**config.mk**
```make
export PLATFORM = sky130hd
export DESIGN_NAME = fetch_unit
export DESIGN_NICKNAME = d
export VERILOG_FILES = /design/src/rtl/fetch_unit_pkg.sv /design/src/rtl/fetch_unit_pc_register.sv /design/src/rtl/fetch_unit.sv
export SDC_FILE = /design/constraint.sdc
export NUM_CORES = 1
export LEC_CHECK = 0
export ABC_AREA = 1
export CELL_PAD_IN_SITES_DETAIL_PLACEMENT = 1
export CELL_PAD_IN_SITES_GLOBAL_PLACEMENT = 2
export CORE_MARGIN = 2
export CORE_UTILIZATION = 28
export CTS_CLUSTER_DIAMETER = 200
export DETAILED_ROUTE_END_ITERATION = 7
export PLACE_DENSITY = 0.81
export SYNTH_ARGS = -nofsm -noshare
export SYNTH_HDL_FRONTEND = slang
export SYNTH_SLANG_ARGS = --single-unit
```
**constraint.sdc**
```tcl
create_clock -name clk -period 2.28 [get_ports clk]
set_input_delay 0.456 -clock clk [delete_from_list [all_inputs] [get_ports clk]]
set_output_delay 0.456 -clock clk [all_outputs]
set_load 0.01 [all_outputs]
```
**src/rtl/fetch_unit_pkg.sv**
```systemverilog
// Shared processor package for the fetch path.
// Holds the PC/instruction widths, the reset fetch address and the
// fetch FSM state encoding used by fetch_unit.
package fetch_unit_pkg;

  localparam int unsigned PC_WIDTH    = 8;
  localparam int unsigned INSTR_WIDTH = 8;
  localparam logic [PC_WIDTH-1:0] RESET_PC = 8'h00;

  typedef enum logic [1:0] {
    FETCH   = 2'd0,
    DISCARD = 2'd1,
    HOLD    = 2'd2
  } fetch_state_e;

endpackage

```
**src/rtl/fetch_unit_pc_register.sv**
```systemverilog
// pc_register: fetch program counter with load, increment and natural
// wrap-around at the top of the address space.
// Ports:
//   clk        - clock, rising edge
//   rst        - synchronous active-high reset, loads RESET_PC
//   load_i     - load load_val_i (takes priority over inc_i)
//   load_val_i - value to load
//   inc_i      - advance to the next address (8'hFF wraps to 8'h00)
//   pc_o       - current fetch address
module pc_register
  import fetch_unit_pkg::*;
(
  input  logic                clk,
  input  logic                rst,
  input  logic                load_i,
  input  logic [PC_WIDTH-1:0] load_val_i,
  input  logic                inc_i,
  output logic [PC_WIDTH-1:0] pc_o
);

  logic [PC_WIDTH-1:0] pc_q;
  logic [PC_WIDTH-1:0] pc_d;

  always_comb begin
    pc_d = pc_q;
    if (load_i) begin
      pc_d = load_val_i;
    end else if (inc_i) begin
      pc_d = pc_q + 1'b1;
    end
  end

  always_ff @(posedge clk) begin
    if (rst) begin
      pc_q <= RESET_PC;
    end else begin
      pc_q <= pc_d;
    end
  end

  assign pc_o = pc_q;

endmodule

```
**src/rtl/fetch_unit.sv**
```systemverilog
// fetch_unit: fetches one instruction byte at a time from instruction
// memory and presents it to the control unit, with stall and
// branch/jump redirect handling. All outputs are registers.
// Ports:
//   clk, rst          - clock and synchronous active-high reset
//   imem_req/addr     - memory read request and address (held until ack)
//   imem_ack/rdata    - memory response valid and returned byte
//   stall             - control unit cannot take the presented instruction
//   redirect_en/target- taken jump/branch and its new fetch address
//   instruction       - registered instruction byte (opcode in [7:4])
//   instr_valid       - instruction holds a live instruction
//   pc                - address the presented instruction came from
module fetch_unit
  import fetch_unit_pkg::*;
(
  input  logic                   clk,
  input  logic                   rst,
  output logic                   imem_req,
  output logic [PC_WIDTH-1:0]    imem_addr,
  input  logic                   imem_ack,
  input  logic [INSTR_WIDTH-1:0] imem_rdata,
  input  logic                   stall,
  input  logic                   redirect_en,
  input  logic [PC_WIDTH-1:0]    redirect_target,
  output logic [INSTR_WIDTH-1:0] instruction,
  output logic                   instr_valid,
  output logic [PC_WIDTH-1:0]    pc
);

  fetch_state_e          state_q, state_d;
  logic                  req_q, req_d;
  logic [PC_WIDTH-1:0]   addr_q, addr_d;
  logic [INSTR_WIDTH-1:0] instr_q, instr_d;
  logic                  valid_q, valid_d;
  logic [PC_WIDTH-1:0]   pc_q, pc_d;
  logic [PC_WIDTH-1:0]   tgt_q, tgt_d;

  logic                  fpc_load;
  logic [PC_WIDTH-1:0]   fpc_load_val;
  logic                  fpc_inc;
  logic [PC_WIDTH-1:0]   fetch_pc;

  pc_register u_pc_register (
    .clk        (clk),
    .rst        (rst),
    .load_i     (fpc_load),
    .load_val_i (fpc_load_val),
    .inc_i      (fpc_inc),
    .pc_o       (fetch_pc)
  );

  // Whenever a new fetch address is chosen, the request address register
  // is loaded with the same value in the same cycle, so FETCH always
  // presents imem_addr == fetch_pc without an extra bubble.
  always_comb begin
    state_d      = state_q;
    req_d        = req_q;
    addr_d       = addr_q;
    instr_d      = instr_q;
    valid_d      = valid_q;
    pc_d         = pc_q;
    tgt_d        = tgt_q;
    fpc_load     = 1'b0;
    fpc_load_val = fetch_pc;
    fpc_inc      = 1'b0;

    unique case (state_q)
      FETCH: begin
        if (!req_q) begin
          // No request outstanding (only right after reset): issue one.
          // Any ack seen here belongs to an abandoned request.
          req_d = 1'b1;
          if (redirect_en) begin
            fpc_load     = 1'b1;
            fpc_load_val = redirect_target;
            addr_d       = redirect_target;
          end else begin
            addr_d = fetch_pc;
          end
        end else if (redirect_en) begin
          if (imem_ack) begin
            // Response arrives with the redirect: drop it, refetch at target.
            fpc_load     = 1'b1;
            fpc_load_val = redirect_target;
            addr_d       = redirect_target;
          end else begin
            tgt_d   = redirect_target;
            state_d = DISCARD;
          end
        end else if (imem_ack) begin
          instr_d = imem_rdata;
          pc_d    = fetch_pc;
          valid_d = 1'b1;
          fpc_inc = 1'b1;
          req_d   = 1'b0;
          state_d = HOLD;
        end
      end

      HOLD: begin
        if (redirect_en) begin
          valid_d      = 1'b0;
          fpc_load     = 1'b1;
          fpc_load_val = redirect_target;
          req_d        = 1'b1;
          addr_d       = redirect_target;
          state_d      = FETCH;
        end else if (!stall) begin
          valid_d = 1'b0;
          req_d   = 1'b1;
          addr_d  = fetch_pc;
          state_d = FETCH;
        end
      end

      DISCARD: begin
        if (imem_ack) begin
          // A redirect on the ack cycle is newer than the latched target.
          fpc_load     = 1'b1;
          fpc_load_val = redirect_en ? redirect_target : tgt_q;
          addr_d       = fpc_load_val;
          req_d        = 1'b1;
          state_d      = FETCH;
        end else if (redirect_en) begin
          tgt_d = redirect_target;
        end
      end

      default: begin
        state_d = FETCH;
        req_d   = 1'b0;
        valid_d = 1'b0;
      end
    endcase
  end

  always_ff @(posedge clk) begin
    if (rst) begin
      state_q <= FETCH;
      req_q   <= 1'b0;
      addr_q  <= RESET_PC;
      instr_q <= '0;
      valid_q <= 1'b0;
      pc_q    <= RESET_PC;
      tgt_q   <= '0;
    end else begin
      state_q <= state_d;
      req_q   <= req_d;
      addr_q  <= addr_d;
      instr_q <= instr_d;
      valid_q <= valid_d;
      pc_q    <= pc_d;
      tgt_q   <= tgt_d;
    end
  end

  assign imem_req    = req_q;
  assign imem_addr   = addr_q;
  assign instruction = instr_q;
  assign instr_valid = valid_q;
  assign pc          = pc_q;

endmodule
```
# After elaboration in Yosys (flattened, before gate mapping)
# Index checks and enable logic that the tools add are counted.
# totals
reg_bits	44
in_bits	21
# classes
addsub	1
n_eq_ne	18
mux	45
bitwise	2
reduce_logical	11
# ops
op	n
8-bit 2-to-1 mux	14
8-bit case mux with 3 select lines	2
5-bit AND reduction	5
3-bit inequality test (second input constant)	6
1-bit 2-to-1 mux	17
8-bit case mux with 2 select lines	1
2-bit 2-to-1 mux	7
2-bit inequality test (second input constant)	7
1-bit case mux with 3 select lines	3
8-bit by 1-bit adder with 8-bit output (second input constant)	1
4-bit inequality test (second input constant)	2
2-bit case mux with 3 select lines	1
4-bit by 1-bit inequality test with 1-bit output (second input constant)	1
4-bit AND reduction	1
2-bit nonzero test	2
3-bit nonzero test	1
2-bit by 1-bit equality test with 1-bit output (second input constant)	1
2-bit equality test (second input constant)	1
2-bit zero test	1
1-bit inverter	2
2-bit AND reduction	1

# Longest topological paths before layout
# Gate-level depths: netlist (run 1).
# logic_depth
word_depth	6
mapped_depth	15

# Hierarchy
# From an unflattened synthesis (run 1), not the netlist that was laid out.
# hier_totals
hier_cells	495
hier_area_um2	2957.8
# modules_own_cells
mod	n_inst	cells_per_inst	area_per_inst_um2	seq_area_each_um2
fetch_unit	1	425	2468.6	720.7
pc_register	1	70	489.2	160.2

# Least setup slack after synthesis (run 1)
# Ideal clock, no wire load.
# synth_timing
path_kind	register -> register
from	reg state_q[0]
to	reg u_pc_register.pc_q[0], in the netlist u_pc_register.pc_o[0]
setup_time_ns	0.115
arrival_ns	1.488
t_required_ns	2.165
path_slack_ns	0.677
path_stages_with_launch	15
path_buffers	2
period_less_slack_ns	1.603
cell_sequence	dfxtp_1 > inv_1 > ha_1 > buf_6 > nand2_4 > inv_2 > nand2_1 > nand2_2 > nand2_4 > clkinv_4 > nand2_2 > nand2_2 > buf_6 > o21ai_1 > nor2_1
# synth_via
elab_chain_cells	4
# synth_rtl
item	line_no	source
from (decl)	fetch_unit.sv:30	fetch_state_e state_q, state_d;
from (signal assigned)	fetch_unit.sv:147	state_q <= state_d;
2-bit by 1-bit equality test with 1-bit output, or another cell as far along	fetch_unit.sv:67	unique case (state_q)
1-bit case mux with 3 select lines or 1-bit 2-to-1 mux (tied branches)	fetch_unit.sv:67	
4-bit by 1-bit inequality test with 1-bit output (no source line), or another cell as far along	n/a	
5-bit AND reduction (no source line)	n/a	
to (signal assigned)	fetch_unit_pc_register.sv:37	pc_q <= pc_d;
to (decl)	fetch_unit_pc_register.sv:21	logic [PC_WIDTH-1:0] pc_q;
# Several ways; a longest one is shown, not always the timed one.
# A chain may end at the register's enable or synchronous reset.

# Worst setup path in the final report (run 1)
# Same ends and word-level chain as after synthesis.

==> results.toml, run 1 <==
[floorplanning]
ioPinCount = 47
core-area_sq_um = 8720
die_w_microns = 99.1
row_count = 34
chipHeight_microns = 99.1
die-area_sq_um = 9810
start_util_pct = 29.0

[timing]
setup_viol = 0
hold_slack_ns = 0.466
fmax_ghz = 0.519
worst-slew-pin-transition_ns = 0.699
max_slew_margin_pct = 53.4
skew_ns = 0.00961
rsz0062_at_grt = "no"
fin_setup_tns_ns = 0
period_share_pct = 84.5
finalCriticalPeriod_ns = 1.93
slew_viol_final = 0
final_hold_viol_count = 0

[synthesis]
ys_ff_latch = 44
synth_top_flop_cell = "dfxtp_1"
synth_edf_count = 0
syn_avg_cell_area_sq_um = 6.54
synth.distinct_cells = 31
syn_area_sq_um = 2530
yosys_warnings = 0
synth_cells = 387
seq_area_frac_synth_pct = 34.8
ys_async_sr_fraction_pct = 0
synth_nets = 413

[global_routing]
grt_pass1_vias = 2779
grt_max_degree = 31
grt_usage_pct = 16.5
antenna_found_initial = 0
globalRoute.totalOverflow = 0
grt_pass1_wl_microns = 13000

[routing]
avgRoutedWirePerCell_microns = 14.3
drcViolationCount = 0
dr.pass1.iters = 4
final_antenna_net_count = 0
drtIter0Drc = 87
via_per_inst = 4.90
routed_wl_microns = 7700
vias = 2630

[worst_setup_path]
reg2reg_slack_ns = 0.35
arrival_ns = 2.14
start_kind = "flop"
critPathCaptureType = "flop"
path_max_fanout = 11
crit_type = "flop to flop"
worstRegToRegCells = 13
reg2reg_from = "state_q[0]"
rr_endpoint = "u_pc_register.pc_o[0]"
required_ns = 2.50

[final_layout]
drive_above_1_share_pct = 9.09
layout.nets = 454
flow.area_growth_from_synthesis_pct = 26.0
final_cell_mix = "nand2_1, o21ai_0, clkdlybuf4s50_1"
antennaDiodeCount = 0
layout_commonest_cell = "nand2_1"

[power_and_ir_drop]
total_leakage_power_nw = 1.36
ir_drop_uv = 605
cellPowerDensity_nw_per_um2 = 1230

[cts]
cts.sinks = 44
tritoncts = "yes"
clk_pin_slew_ns = 0.10
root_buffer = "clkbuf_8"
post_cts_resized = 0
cts_buffers = 5
clockBufferDepth = 2
cts_setup_buffers = 0
cts_hold_buf = 0
clk_latency_ns = 0.31
htreeDepth = 2

[placement]
port_buffers = 46
gp_congestion = 0.856
dp_hpwl_microns = 5820

[worst_hold_path]
hold_end = "instr_valid"
hp-start = "instr_valid"
whs_path_depth = 2
hp-class = "flop to flop"

[status]
status = "finished, final reports clean"

[run]
max_cap_violations = 0
cells in the mapped netlist (3+ instances only):
master	instances	area share (%)
a21oi_1	26	5.1
nor3_1	3	0.59
dfxtp_1	44	35
nand2_2	3	0.74
inv_1	35	5.2
buf_2	8	1.6
nor2_1	38	5.6
a31oi_1	8	2.0
o21ai_0	50	9.9
inv_2	7	1.0
nand3_1	17	3.4
nor2_2	3	0.74
nand2_1	102	15
o21ai_1	3	0.59
ha_1	5	2.5
a211oi_1	8	2.4
clkbuf_1	5	0.74
buf_6	4	1.8
routing by layer:
metal  part of all wire, %  global-route usage, %  vias up
met5                     0                      0        -
met4                   1.6                   4.85        0
met3                   2.6                   3.48       11
met2                    51                   30.2       28
met1                    45                   19.1     1254
li1                      -                      -     1337
worst max path at each step:
stage | start | endpoint | slack, ns | cells after the start
after floorplan | state_q[0] | u_pc_register.pc_o[0] | 0.68 | 14
after global placement | redirect_en | u_pc_register.pc_o[2] | 0.17 | 14
after detailed placement | imem_ack | u_pc_register.pc_o[0] | 0.07 | 10
after CTS | state_q[0] | u_pc_register.pc_o[0] | 0.33 | 13
after global routing | state_q[1] | tgt_q[1] | 0.13 | 6
final | state_q[0] | u_pc_register.pc_o[0] | 0.35 | 13
layout make-up:
type | count | area (sq um)
fillers | 1132 | 5530
multi-input cells | 279 | 1360
flip-flops and latches | 44 | 881
repair buffers | 55 | 528
inverters | 43 | 166
well taps | 108 | 135
clock buffers | 6 | 82.6
clock inverters | 2 | 38.8
metrics by stage:
| stage | instance area [sq um] | power [mW] | worst slack, ns | utilization [%] | cells |
|---|---|---|---|---|---|
| after floorplan | 2530 | 2.68 | 0.677 | - | 387 |
| after global placement | 3070 | 3.23 | 0.170 | 35.2 | 529 |
| after detailed placement | 3070 | 3.29 | 0.0705 | 35.2 | 529 |
| after CTS | 3190 | 3.96 | 0.329 | 36.6 | 537 |
| after global routing | 3190 | 4.26 | 0.134 | 36.6 | 537 |
| final | 3190 | 3.91 | 0.353 | 36.6 | 537 |
power breakdown:
part           internal (mW)  switching (mW)  total [mW]
clock network          0.359           0.296       0.655
logic                  0.780            1.31        2.09
registers              0.996           0.174        1.17
total                   2.14            1.78        3.91
registers in the layout, indices dropped and copies added, names as in the netlist:
signal	cells
imem_addr	8
imem_req	1
instr_valid	1
instruction	8
pc	8
state_q	2
tgt_q	8
u_pc_register.pc_o	8
critical path, stage by stage (launching register included):
cell      delay [ns]
dfxtp_1         0.34
inv_1           0.10
ha_1            0.43
nand2_4         0.11
inv_2           0.06
nand2_1         0.05
nand2_2         0.08
nand2_4         0.07
clkinv_4        0.08
nand2_2         0.05
nand2_2         0.20
nand2_1         0.08
nor2_1          0.12
nor2_1          0.05
cell families (layout without fill, tap and decap cells):
family / after synthesis / in the layout / share of synthesized area [%]
adders and majority gates: 5 / 5 / 2.47
xor gates and xnor gates: 2 / 2 / 0.693
AOI/OAI and AO/OA: 97 / 97 / 20.9
DFF: 44 / 44 / 34.8
buffers and inverters: 64 / 106 / 11.6
and+or+nand+nor: 175 / 175 / 29.5
Power figures use the tool's default switching activity.
==> inputs of run 2 (changes only) <==
- clock period: 2.28 -> 1.8 ns (I/O delays scaled with it)
==> results.toml, run 2 (same netlist as run 1, synthesis figures left out) <==
[global_routing]
grt_use_met1_pct = 19.2
globalRoute.totalOverflow = 0
use_met3_pct = 2.62
grt.busiest_layer = "met2"
grt_max_degree = 31
grt_pass1_wl_microns = 13600
met2_usage_pct = 32.6
grt_pass1_vias = 2920
antenna_found_initial = 0
grt_usage_pct = 17.1

[timing]
slew_viol_final = 0
rsz0062_at_grt = "yes"
finalCriticalPeriod_ns = 1.66
skew_ns = 0.00864
setup_slack_ns = 0.136
final_hold_viol_count = 0
fmax_ghz = 0.601
period_share_pct = 92.4
max_slew_margin_pct = 76.2
setup_viol = 0
worst-slew-pin-transition_ns = 0.355

[cts]
root_buffer = "clkbuf_8"
clockBufferDepth = 2
cts_setup_buffers = 0
cts_buffers = 5
clk_latency_ns = 0.30
cts_hold_buf = 0
tritoncts = "yes"
clk_pin_slew_ns = 0.09
htreeDepth = 2
cts.sinks = 44

[worst_hold_path]
hp-class = "flop to flop"

[floorplanning]
chipHeight_microns = 99.1
row_count = 34
core-area_sq_um = 8720
ioPinCount = 47
die_w_microns = 99.1
start_util_pct = 29.0
die-area_sq_um = 9810

[worst_setup_path]
required_ns = 1.44
cp_top_family = "buffers and inverters"
reg2reg_slack_ns = 0.14
start_kind = "flop"
crit_slowest_cell = "clkdlybuf4s50_1"
cp_cell_sequence = "clkdlybuf4s50_1"
critPathCaptureType = "primary output"
crit_type = "flop to primary output"
critPathMaxStageDelay_ns = 0.57
path_max_fanout = 8
arrival_ns = 1.30
path_buf_inv = 1

[final_layout]
drive_above_1_share_pct = 14.3
layout_commonest_cell = "nand2_1"
final_cell_mix = "nand2_1, o21ai_0, clkdlybuf4s50_1"
antennaDiodeCount = 0
final_util_pct = 39.3
layout.nets = 478
flow.area_growth_from_synthesis_pct = 35.3

[placement]
port_buffers = 46
gp_congestion = 0.874
place_ws_ns = -0.234
dp_hpwl_microns = 6180

[status]
status = "finished, final reports clean"

[power_and_ir_drop]
p_int_mw = 3.07
p_seq_share_pct = 27.2
total_leakage_power_nw = 1.49
p_clk_share_pct = 14.3
ir_drop_uv = 1020
switching_share_pct = 43.8
p_total_mw = 5.46
combPwrFrac_pct = 58.4
switching_power_mw = 2.39
cellPowerDensity_nw_per_um2 = 1590

[run]
max_cap_violations = 0

[routing]
via_per_inst = 4.83
avgRoutedWirePerCell_microns = 14.4
final_antenna_net_count = 0
dr.pass1.iters = 4
routed_wl_microns = 8050
drtIter0Drc = 90
drcViolationCount = 0
vias = 2708
==> run 2: changes by cell type in the layout (fill, tap and decap cells not counted), moves of 2 or more <==
cell | previous run | this run
o21ai_1 | 3 | 5
buf_12 | 0 | 3
buf_4 | 9 | 30
o21ai_0 | 50 | 48
==> run 2: final timing paths <==
path / startpoint / to / depth (start not counted)
max: imem_req / imem_req / 1
min: tgt_q[4] / tgt_q[4] / 2
max reg2reg: state_q[0] / u_pc_register.pc_o[4] / 12
min reg2reg: tgt_q[4] / tgt_q[4] / 2
==> run 2: through the flow <==
step	instances	cell area [sq um]	TNS (ns)	hold slack, ns
3_3_place_gp	553	3280	-2.05	0.445
5_1_grt	561	3420	-0.000337	0.489
4_1_cts	561	3400	0	0.462
2_1_floorplan	387	2530	0	0.432
6_report	561	3420	0	0.460
3_5_place_dp	553	3280	-3.97	0.446
==> run 2: worst register-to-register path, stage by stage, from the launching register on <==
cell and delay [ns]:
dfxtp_1 0.32, buf_4 0.14, ha_1 0.25, nand2_1 0.08
nand2_1 0.06, inv_1 0.07, nand2_2 0.06, nand2_4 0.10
clkinv_4 0.07, buf_4 0.14, nand3_1 0.09, nand3_1 0.08
a21oi_1 0.13
==> run 2: cell type report <==
| class | instances | area (sq um) |
|---|---|---|
| clock buffer | 6 | 72.6 |
| clock inverter | 2 | 35.0 |
| fill | 1141 | 5300 |
| inverter | 43 | 169 |
| multi-input combinational | 279 | 1380 |
| sequential | 44 | 882 |
| tap | 108 | 135 |
| timing repair buffer | 79 | 746 |
==> run 2: what timing repair did <==
item / 4_1_cts / 5_1_grt
endpoints found under the setup margin: 5 / 16
resized for setup: 2 / 7
pin swaps: 0 / 1
==> run 2: power groups by stage <==
stage | logic (mW) | clock network (mW) | registers [mW]
final | 3.19 | 0.783 | 1.49
after global routing | 3.63 | 0.845 | 1.53
after CTS | 3.14 | 0.816 | 1.49
after detailed placement | 3.10 | 0 | 1.51
after global placement | 3.02 | 0 | 1.50
after floorplan | 1.89 | 0 | 1.50
==> run 2: per-layer routing <==
metal | vias up | routed length [microns]
li1 | 1384 | -
met1 | 1279 | 3470
met2 | 33 | 4260
met3 | 12 | 173
met4 | 0 | 147
met5 | - | 0
